`config.mk`:
```
export PLATFORM = sky130hd
export DESIGN_NAME = vfu_wb_arbiter
export DESIGN_NICKNAME = d
export VERILOG_FILES = /design/src/rtl/vfu_wb_arbiter_pkg.sv /design/src/rtl/vfu_wb_slice_buf.sv /design/src/rtl/vfu_wb_arbiter.sv
export SDC_FILE = /design/constraint.sdc
export NUM_CORES = 1
export LEC_CHECK = 0
export CAP_MARGIN = 10
export CORE_AREA = 2 2 200 202
export DETAILED_ROUTE_END_ITERATION = 8
export DIE_AREA = 0 0 202 204
export SKIP_LAST_GASP = 1
export SLEW_MARGIN = 20
export SYNTH_ARGS = -nofsm -noshare
export SYNTH_HDL_FRONTEND = slang
export SYNTH_SLANG_ARGS = --single-unit
```
`constraint.sdc`:
```
create_clock -name clk_i -period 18.45 [get_ports clk_i]
set_input_delay 2.7675 -clock clk_i [delete_from_list [all_inputs] [get_ports clk_i]]
set_output_delay 2.7675 -clock clk_i [all_outputs]
set_load 0.01 [all_outputs]
```
`src/rtl/vfu_wb_arbiter_pkg.sv`:
```
// Shared write-back types: source encoding and the per-slice result record.
package vfu_wb_arbiter_pkg;

  localparam int unsigned WbIdWidth   = 3;
  localparam int unsigned WbAddrWidth = 10;
  localparam int unsigned WbElen      = 64;

  typedef enum logic {
    WbAlu  = 1'b0,
    WbMfpu = 1'b1
  } wb_src_e;

  typedef struct packed {
    logic [WbIdWidth-1:0]   id;
    logic [WbAddrWidth-1:0] addr;
    logic [WbElen-1:0]      wdata;
    logic [WbElen/8-1:0]    be;
  } wb_slice_t;

  // The source that gets priority after the given one has been written.
  function automatic wb_src_e wb_other(input wb_src_e src);
    return (src == WbAlu) ? WbMfpu : WbAlu;
  endfunction

endpackage

```
`src/rtl/vfu_wb_slice_buf.sv`:
```
// Single-entry holding buffer for one SIMD slice result of one functional unit.
module vfu_wb_slice_buf
  import vfu_wb_arbiter_pkg::*;
#(
  parameter type slice_t = wb_slice_t
) (
  input  logic   clk_i,
  input  logic   rst_ni,
  input  logic   req_i,
  input  slice_t slice_i,
  input  logic   drain_i,
  output logic   gnt_o,
  output logic   held_o,
  output slice_t slice_o
);

  logic   held_q;
  slice_t slice_q;
  logic   capture;

  // A slice is accepted when the entry is empty or is being written out this cycle.
  assign gnt_o   = !held_q || drain_i || !rst_ni;
  assign capture = req_i && gnt_o;
  assign held_o  = held_q;
  assign slice_o = slice_q;

  // Valid bit: a re-capture in the drain cycle keeps the entry occupied.
  always_ff @(posedge clk_i) begin
    if (!rst_ni) begin
      held_q <= 1'b0;
    end else if (capture) begin
      held_q <= 1'b1;
    end else if (drain_i) begin
      held_q <= 1'b0;
    end
  end

  // Payload register, only loaded on capture; not reset since held_q qualifies it.
  always_ff @(posedge clk_i) begin
    if (capture) begin
      slice_q <= slice_i;
    end
  end

endmodule

```
`src/rtl/vfu_wb_arbiter.sv`:
```
// Collects per-slice ALU/MFPU results, merges full units and arbitrates the VRF write port.
module vfu_wb_arbiter
  import vfu_wb_arbiter_pkg::*;
#(
  parameter int unsigned NrSimd    = 2,
  parameter int unsigned Elen      = 64,
  parameter int unsigned AddrWidth = 10,
  parameter int unsigned IdWidth   = 3
) (
  input  logic                                   clk_i,
  input  logic                                   rst_ni,
  input  logic [1:0][NrSimd-1:0]                 slc_req_i,
  input  logic [1:0][NrSimd-1:0][IdWidth-1:0]    slc_id_i,
  input  logic [1:0][NrSimd-1:0][AddrWidth-1:0]  slc_addr_i,
  input  logic [1:0][NrSimd-1:0][Elen-1:0]       slc_wdata_i,
  input  logic [1:0][NrSimd-1:0][Elen/8-1:0]     slc_be_i,
  output logic [1:0][NrSimd-1:0]                 slc_gnt_o,
  output logic                                   vrf_req_o,
  output logic [IdWidth-1:0]                     vrf_id_o,
  output logic [AddrWidth-1:0]                   vrf_addr_o,
  output logic [NrSimd*Elen-1:0]                 vrf_wdata_o,
  output logic [NrSimd*Elen/8-1:0]               vrf_be_o,
  output logic                                   vrf_src_o,
  input  logic                                   vrf_gnt_i,
  output logic                                   mismatch_o
);

  typedef struct packed {
    logic [IdWidth-1:0]   id;
    logic [AddrWidth-1:0] addr;
    logic [Elen-1:0]      wdata;
    logic [Elen/8-1:0]    be;
  } slice_t;

  slice_t                  slc_in [2][NrSimd];
  slice_t                  slc_q  [2][NrSimd];
  logic [1:0][NrSimd-1:0]  held;
  logic [1:0]              full;
  logic [1:0]              drain;

  wb_src_e sel;
  wb_src_e lock_src_q;
  wb_src_e prio_q;
  logic    lock_q;
  logic    mismatch_q;
  logic    slice_diff;

  for (genvar u = 0; u < 2; u++) begin : gen_unit
    localparam wb_src_e Src = (u == 0) ? WbAlu : WbMfpu;

    assign full[u]  = &held[u];
    assign drain[u] = vrf_req_o && vrf_gnt_i && (sel == Src);

    for (genvar i = 0; i < NrSimd; i++) begin : gen_slice
      assign slc_in[u][i] = {slc_id_i[u][i], slc_addr_i[u][i], slc_wdata_i[u][i], slc_be_i[u][i]};

      vfu_wb_slice_buf #(
        .slice_t (slice_t)
      ) i_slice_buf (
        .clk_i   (clk_i),
        .rst_ni  (rst_ni),
        .req_i   (slc_req_i[u][i]),
        .slice_i (slc_in[u][i]),
        .drain_i (drain[u]),
        .gnt_o   (slc_gnt_o[u][i]),
        .held_o  (held[u][i]),
        .slice_o (slc_q[u][i])
      );
    end
  end

  // Source selection: a stalled request keeps its source, otherwise priority breaks ties.
  always_comb begin
    sel = WbAlu;
    if (lock_q) begin
      sel = lock_src_q;
    end else if (full[0] && full[1]) begin
      sel = prio_q;
    end else if (full[1]) begin
      sel = WbMfpu;
    end
  end

  assign vrf_req_o  = rst_ni && full[sel];
  assign vrf_src_o  = rst_ni && (sel == WbMfpu);
  assign mismatch_o = rst_ni && (mismatch_q || (vrf_req_o && slice_diff));

  // Merge the selected unit's slices and compare their id/addr against slice 0.
  always_comb begin
    vrf_id_o    = slc_q[sel][0].id;
    vrf_addr_o  = slc_q[sel][0].addr;
    vrf_wdata_o = '0;
    vrf_be_o    = '0;
    slice_diff  = 1'b0;
    for (int i = 0; i < NrSimd; i++) begin
      vrf_wdata_o[Elen*i +: Elen]     = slc_q[sel][i].wdata;
      vrf_be_o[(Elen/8)*i +: Elen/8]  = slc_q[sel][i].be;
      if ((slc_q[sel][i].id != slc_q[sel][0].id) || (slc_q[sel][i].addr != slc_q[sel][0].addr)) begin
        slice_diff = 1'b1;
      end
    end
  end

  // Arbitration state: lock on a stalled request, rotate priority on every write, sticky mismatch.
  always_ff @(posedge clk_i) begin
    if (!rst_ni) begin
      lock_q     <= 1'b0;
      lock_src_q <= WbAlu;
      prio_q     <= WbAlu;
      mismatch_q <= 1'b0;
    end else begin
      if (|drain) begin
        lock_q <= 1'b0;
        prio_q <= wb_other(sel);
      end else if (vrf_req_o && !vrf_gnt_i) begin
        lock_q     <= 1'b1;
        lock_src_q <= sel;
      end
      if (vrf_req_o && slice_diff) begin
        mismatch_q <= 1'b1;
      end
    end
  end

endmodule

```
Word level (Yosys, flattened, before mapping)
Cells that the tools add are included.

Register bits after elaboration: 348. Input bits: 347. Output and inout port bits: 164. Word-level logic and storage cells: 86.

Order comparisons: 2. Eq/ne operators: 2. Mux-type cells: 16. Bitwise gates (word level): 4. Reduce and logical (&&, ||, !) cells: 38.

Operators with widths (number): two-way mux 170 bit (3); logical AND 1 bit (13); two-way mux 1 bit (13); logical OR 1 bit (10); != test 10 bit (1); nonzero test 2 bit (4); zero test 1 bit (6); AND reduction 2 bit (3); != test 3 bit (1); NOT 1 bit (3); OR reduction 3 bit (1); >= comparator 2 bit, second input constant (1); less-than comparator 1 x 2 -> 1 bit, second input constant (1); NOT 1 -> 2 bit (1); OR reduction 2 bit (1).

Logic depth before layout (Yosys ltp)
Depth in word-level cells: 14. Mapped depth: 7. Depth with buffers taken out: 5.

By module
Synthesis repeated with hierarchy kept, for this count alone.

Cell total of the unflattened synthesis: 598. Area total of the unflattened synthesis: 12908.6 um2.

Modules (own cells, without submodules): vfu_wb_slice_buf (times used 4, cells each 90, area each 2612.5 um2, seq. area each 2572.5 um2); vfu_wb_arbiter (times used 1, cells each 238, area each 2458.6 um2, seq. area each 80.1 um2).

Worst setup path after synthesis
OpenSTA, ideal clock, no wires.

Path type: input to register. Start: input rst_ni. End: register gen_unit[0].gen_slice[0].i_slice_buf.slice_q, in the netlist gen_unit[0].gen_slice[0].i_slice_buf.slice_o[0], enable pin. Setup time: 0.659 ns. Arrival time: 9.111 ns. Required time: 17.791 ns. Slack: 8.680 ns. Stages: 2. Path buffers: 0. Cells stage by stage: and2_1 > a21boi_0.

Cells in the longest elaborated chain, start to end: 6. Elaborated cells on any way between the ends: 7. Those cells by class: reduce/logical (7).

RTL lines: from (decl) (RTL line vfu_wb_arbiter.sv:11) `input logic rst_ni,`; logical AND 1 bit (RTL line vfu_wb_arbiter.sv:84) `assign vrf_req_o = rst_ni && full[sel];`; logical AND 1 bit (2 in series) (RTL line vfu_wb_arbiter.sv:52) `assign drain[u] = vrf_req_o && vrf_gnt_i && (sel == Src);`; logical OR 1 bit (RTL line vfu_wb_slice_buf.sv:22) `assign gnt_o = !held_q || drain_i || !rst_ni;`; logical OR 1 bit (*) (RTL line vfu_wb_slice_buf.sv:22); logical AND 1 bit (*) (RTL line vfu_wb_slice_buf.sv:23) `assign capture = req_i && gnt_o;`; net gen_unit[0].gen_slice[0].i_slice_buf.capture (RTL line vfu_wb_slice_buf.sv:19) `logic capture;`; to (signal assigned) (RTL line vfu_wb_slice_buf.sv:41) `slice_q <= slice_i;`; to (decl) (RTL line vfu_wb_slice_buf.sv:18) `slice_t slice_q;`.

The timed path passes the listed nets; every way through them passes the cells marked *. A chain may end at the register's enable or synchronous reset.

Worst setup path in the final report
Start: input rst_ni. End: output mismatch_o.

Cells in the longest elaborated chain, start to end: 4.

RTL lines: logical AND 1 bit (RTL line vfu_wb_arbiter.sv:84); logical AND 1 bit (RTL line vfu_wb_arbiter.sv:86) `assign mismatch_o = rst_ni && (mismatch_q || (vrf_req_o && slice_diff));`; logical OR 1 bit (RTL line vfu_wb_arbiter.sv:86); logical AND 1 bit (*) (RTL line vfu_wb_arbiter.sv:86); to (decl) (RTL line vfu_wb_arbiter.sv:25) `output logic mismatch_o`.

Mark *: on every way between the ends. The rest lies on a longest branch, timed or not.

==> out/results.ini <==
[global_route]
grt_start_max_net_pins=88
grt_pass1_vias=9079
grt_pass1_wl_mm=55.4
grt_usage=0.181
grt_overflow=0
antenna_found_initial=6

[clock_network]
worst_skew_pair.late_latency_ns=0.54
cts_num_sinks=348
clk_pin_slew_ns=0.06
cts_htree_levels=2
cts-resized-gates=0
numCtsBuffers=39
cts_tree=built
clockBufferDepth=3
ctsHoldBuffers=0
cts-root-buf=clkbuf_16
cts_setup_buffers=0

[sta]
period_needed_ns=7.40
timing.final.setup_violations=0
fmax_mhz=135
post-route-period-util=0.401
finClkSkew_ns=0.0160
slew_headroom=0.301
slew_violations=0
hold_violations=0
finalSetupTns_ns=0
tightest_slew_ns=1.05
rsz0062_at_grt=false

[cells_and_area]
layout-drive-gt1-share=0.0478
final_area_um2=19900
final.fill_count=3375
final_nets=1803
syn2layout_area_growth_pct=54.1

[drt]
drt-initial-drc-count=474
wl_mm=38.2
post-route-drc-count=0
wl_per_cell_um=19.0
vias_per_cell=4.45
vias=8951
ant_nets=0
drtPass1Iterations=4

[synthesis]
synth_top_area_cell=edfxtp_1
synthTopCellsByCount=nand2_1 (481), edfxtp_1 (340), buf_2 (33), xnor2_1 (16), xor2_1 (10)
synth_warnings=0
synthFlopType=edfxtp_1
synth.most_common_cell=nand2_1
synth_area_um2=12900
synth_edf_count=340
yosys.area.top_type_share=0.791
synthCells=937
synth-seq-area-share=0.804
synth_cell_types=28
syn_avg_cell_area_um2=13.8
ys_ff_latch=348
yosys-top-cells-area=edfxtp_1 (79%), nand2_1 (14%), buf_2 (1.3%)
syn-num-nets=1284
async_flop_share=0

[floorplan]
die_x_um=202
core_um2=39200
die_area_um2=41200
io-pin-count=511
rows=73
die_y_um=204
initial_core_util=0.329

[job]
maxCapViolations=0

[hold_path]
hp-start=lock_src_q
hold_depth=2
hold_class=reg -> reg

[setup_path]
crit_path_top_delay_cell=clkdlybuf4s50_1
startpoint=rst_ni
worstPathRequired_ns=15.68
cpLargestDelayFamily=buffers and inverters
crit_fanout=16
timing.rr.start=gen_unit[0].gen_slice[1].i_slice_buf.held_o
path_class=in -> out
arrival_ns=4.63
critical_path.startpoint_type=input pin
critPathMaxStageDelay_ns=0.81
cp_num_buf_inv=2
cp-end-kind=primary output
cp.depth=4
crit_path_cell_trace=clkdlybuf4s50_1, o21ai_0, a211oi_1, clkdlybuf4s50_1
reg2reg_depth=6
cpMostUsedCell=clkdlybuf4s50_1

[place]
placed_area_um2=18600
port_buffers=510
place_congestion=0.826
hpwl_mm=26.4

[power]
p_per_area_nw_per_um2=102
p_leak_uw=0.00754
vdd_drop_max_mv=0.0689

[outcome]
status=finished, final reports clean

## per-stage QoR
| stage | hold slack [ns] | setup slack [ns] | total power [µW] | cells | utilization |
|---|---|---|---|---|---|
| 6_report | 0.527 | 11.05 | 2030 | 2010 | 0.507 |
| 5_1_grt | 0.544 | 10.94 | 2120 | 2010 | 0.507 |
| 4_1_cts | 0.518 | 11.06 | 2060 | 2009 | 0.507 |
| 3_5_place_dp | 0.506 | 11.06 | 1260 | 1940 | 0.474 |
| 3_3_place_gp | 0.492 | 11.11 | 1260 | 1940 | 0.474 |
| 2_1_floorplan | 0.471 | 8.68 | 1070 | 937 | - |
## final cells by class
type,instances,area (µm²),area share
antenna,1,2.50,0.000126
clock buffer,50,1070,0.0538
clock inverter,19,239,0.0120
inverter,1,3.75,0.000189
multi-input combinational,548,2370,0.119
sequential,348,10400,0.522
tap,525,657,0.0330
timing repair buffer,518,5170,0.260
## flip-flops by register name, indices dropped and copies added, names as in the netlist
register                                count
lock_src_q                                  1
gen_unit.gen_slice.i_slice_buf.held_o       4
lock_q                                      1
mismatch_q                                  1
gen_unit.gen_slice.i_slice_buf.slice_o    340
prio_q                                      1
## cell families (layout without fill, tap and decap cells)
logic type	count (synthesis)	after routing	share of synthesized area
AOI/OAI and AO/OA	21	21	0.0127
xor gates and xnor gates	26	26	0.0177
buffers and inverters	41	588	0.0163
DFF	348	348	0.804
other	0	1	0
and+or+nand+nor	501	501	0.150
## layer usage
metal	global-route usage	vias to the layer above	routed length [µm]
met5	0	-	56
met4	0.0709	10	1190
met3	0.0773	77	4420
met2	0.292	413	17700
met1	0.214	4203	14800
li1	-	4248	-
## tightest hold or removal path, stage by stage (launching register included)
cell and delay (ns):
dfxtp_1 0.33, o21ai_0 0.07, a21boi_0 0.08
## layout by cell type, fill, tap and decap left out, types with 5 or more instances in the layout
cell type	synthesis	layout
clkinv_2	0	5
clkbuf_16	0	41
nand2_1	481	481
clkbuf_1	3	8
o21ai_0	5	5
dfxtp_1	8	8
clkinv_1	0	7
xnor2_1	16	16
bufinv_16	0	6
xor2_1	10	10
clkdlybuf4s50_1	0	510
edfxtp_1	340	340
buf_4	4	7
## report_power, final
group	switching, µW	internal [µW]
sequential	15.8	931
clock	304	492
combinational	134	158
total	454	1580
## final timing paths
kind                                                       to  slack [ns]
max                                                mismatch_o       11.05
min                                                lock_src_q        0.53
max reg2reg  gen_unit[0].gen_slice[0].i_slice_buf.slice_o[64]       14.53
min reg2reg                                        lock_src_q        0.53
(Power assumes the default switching activity.)
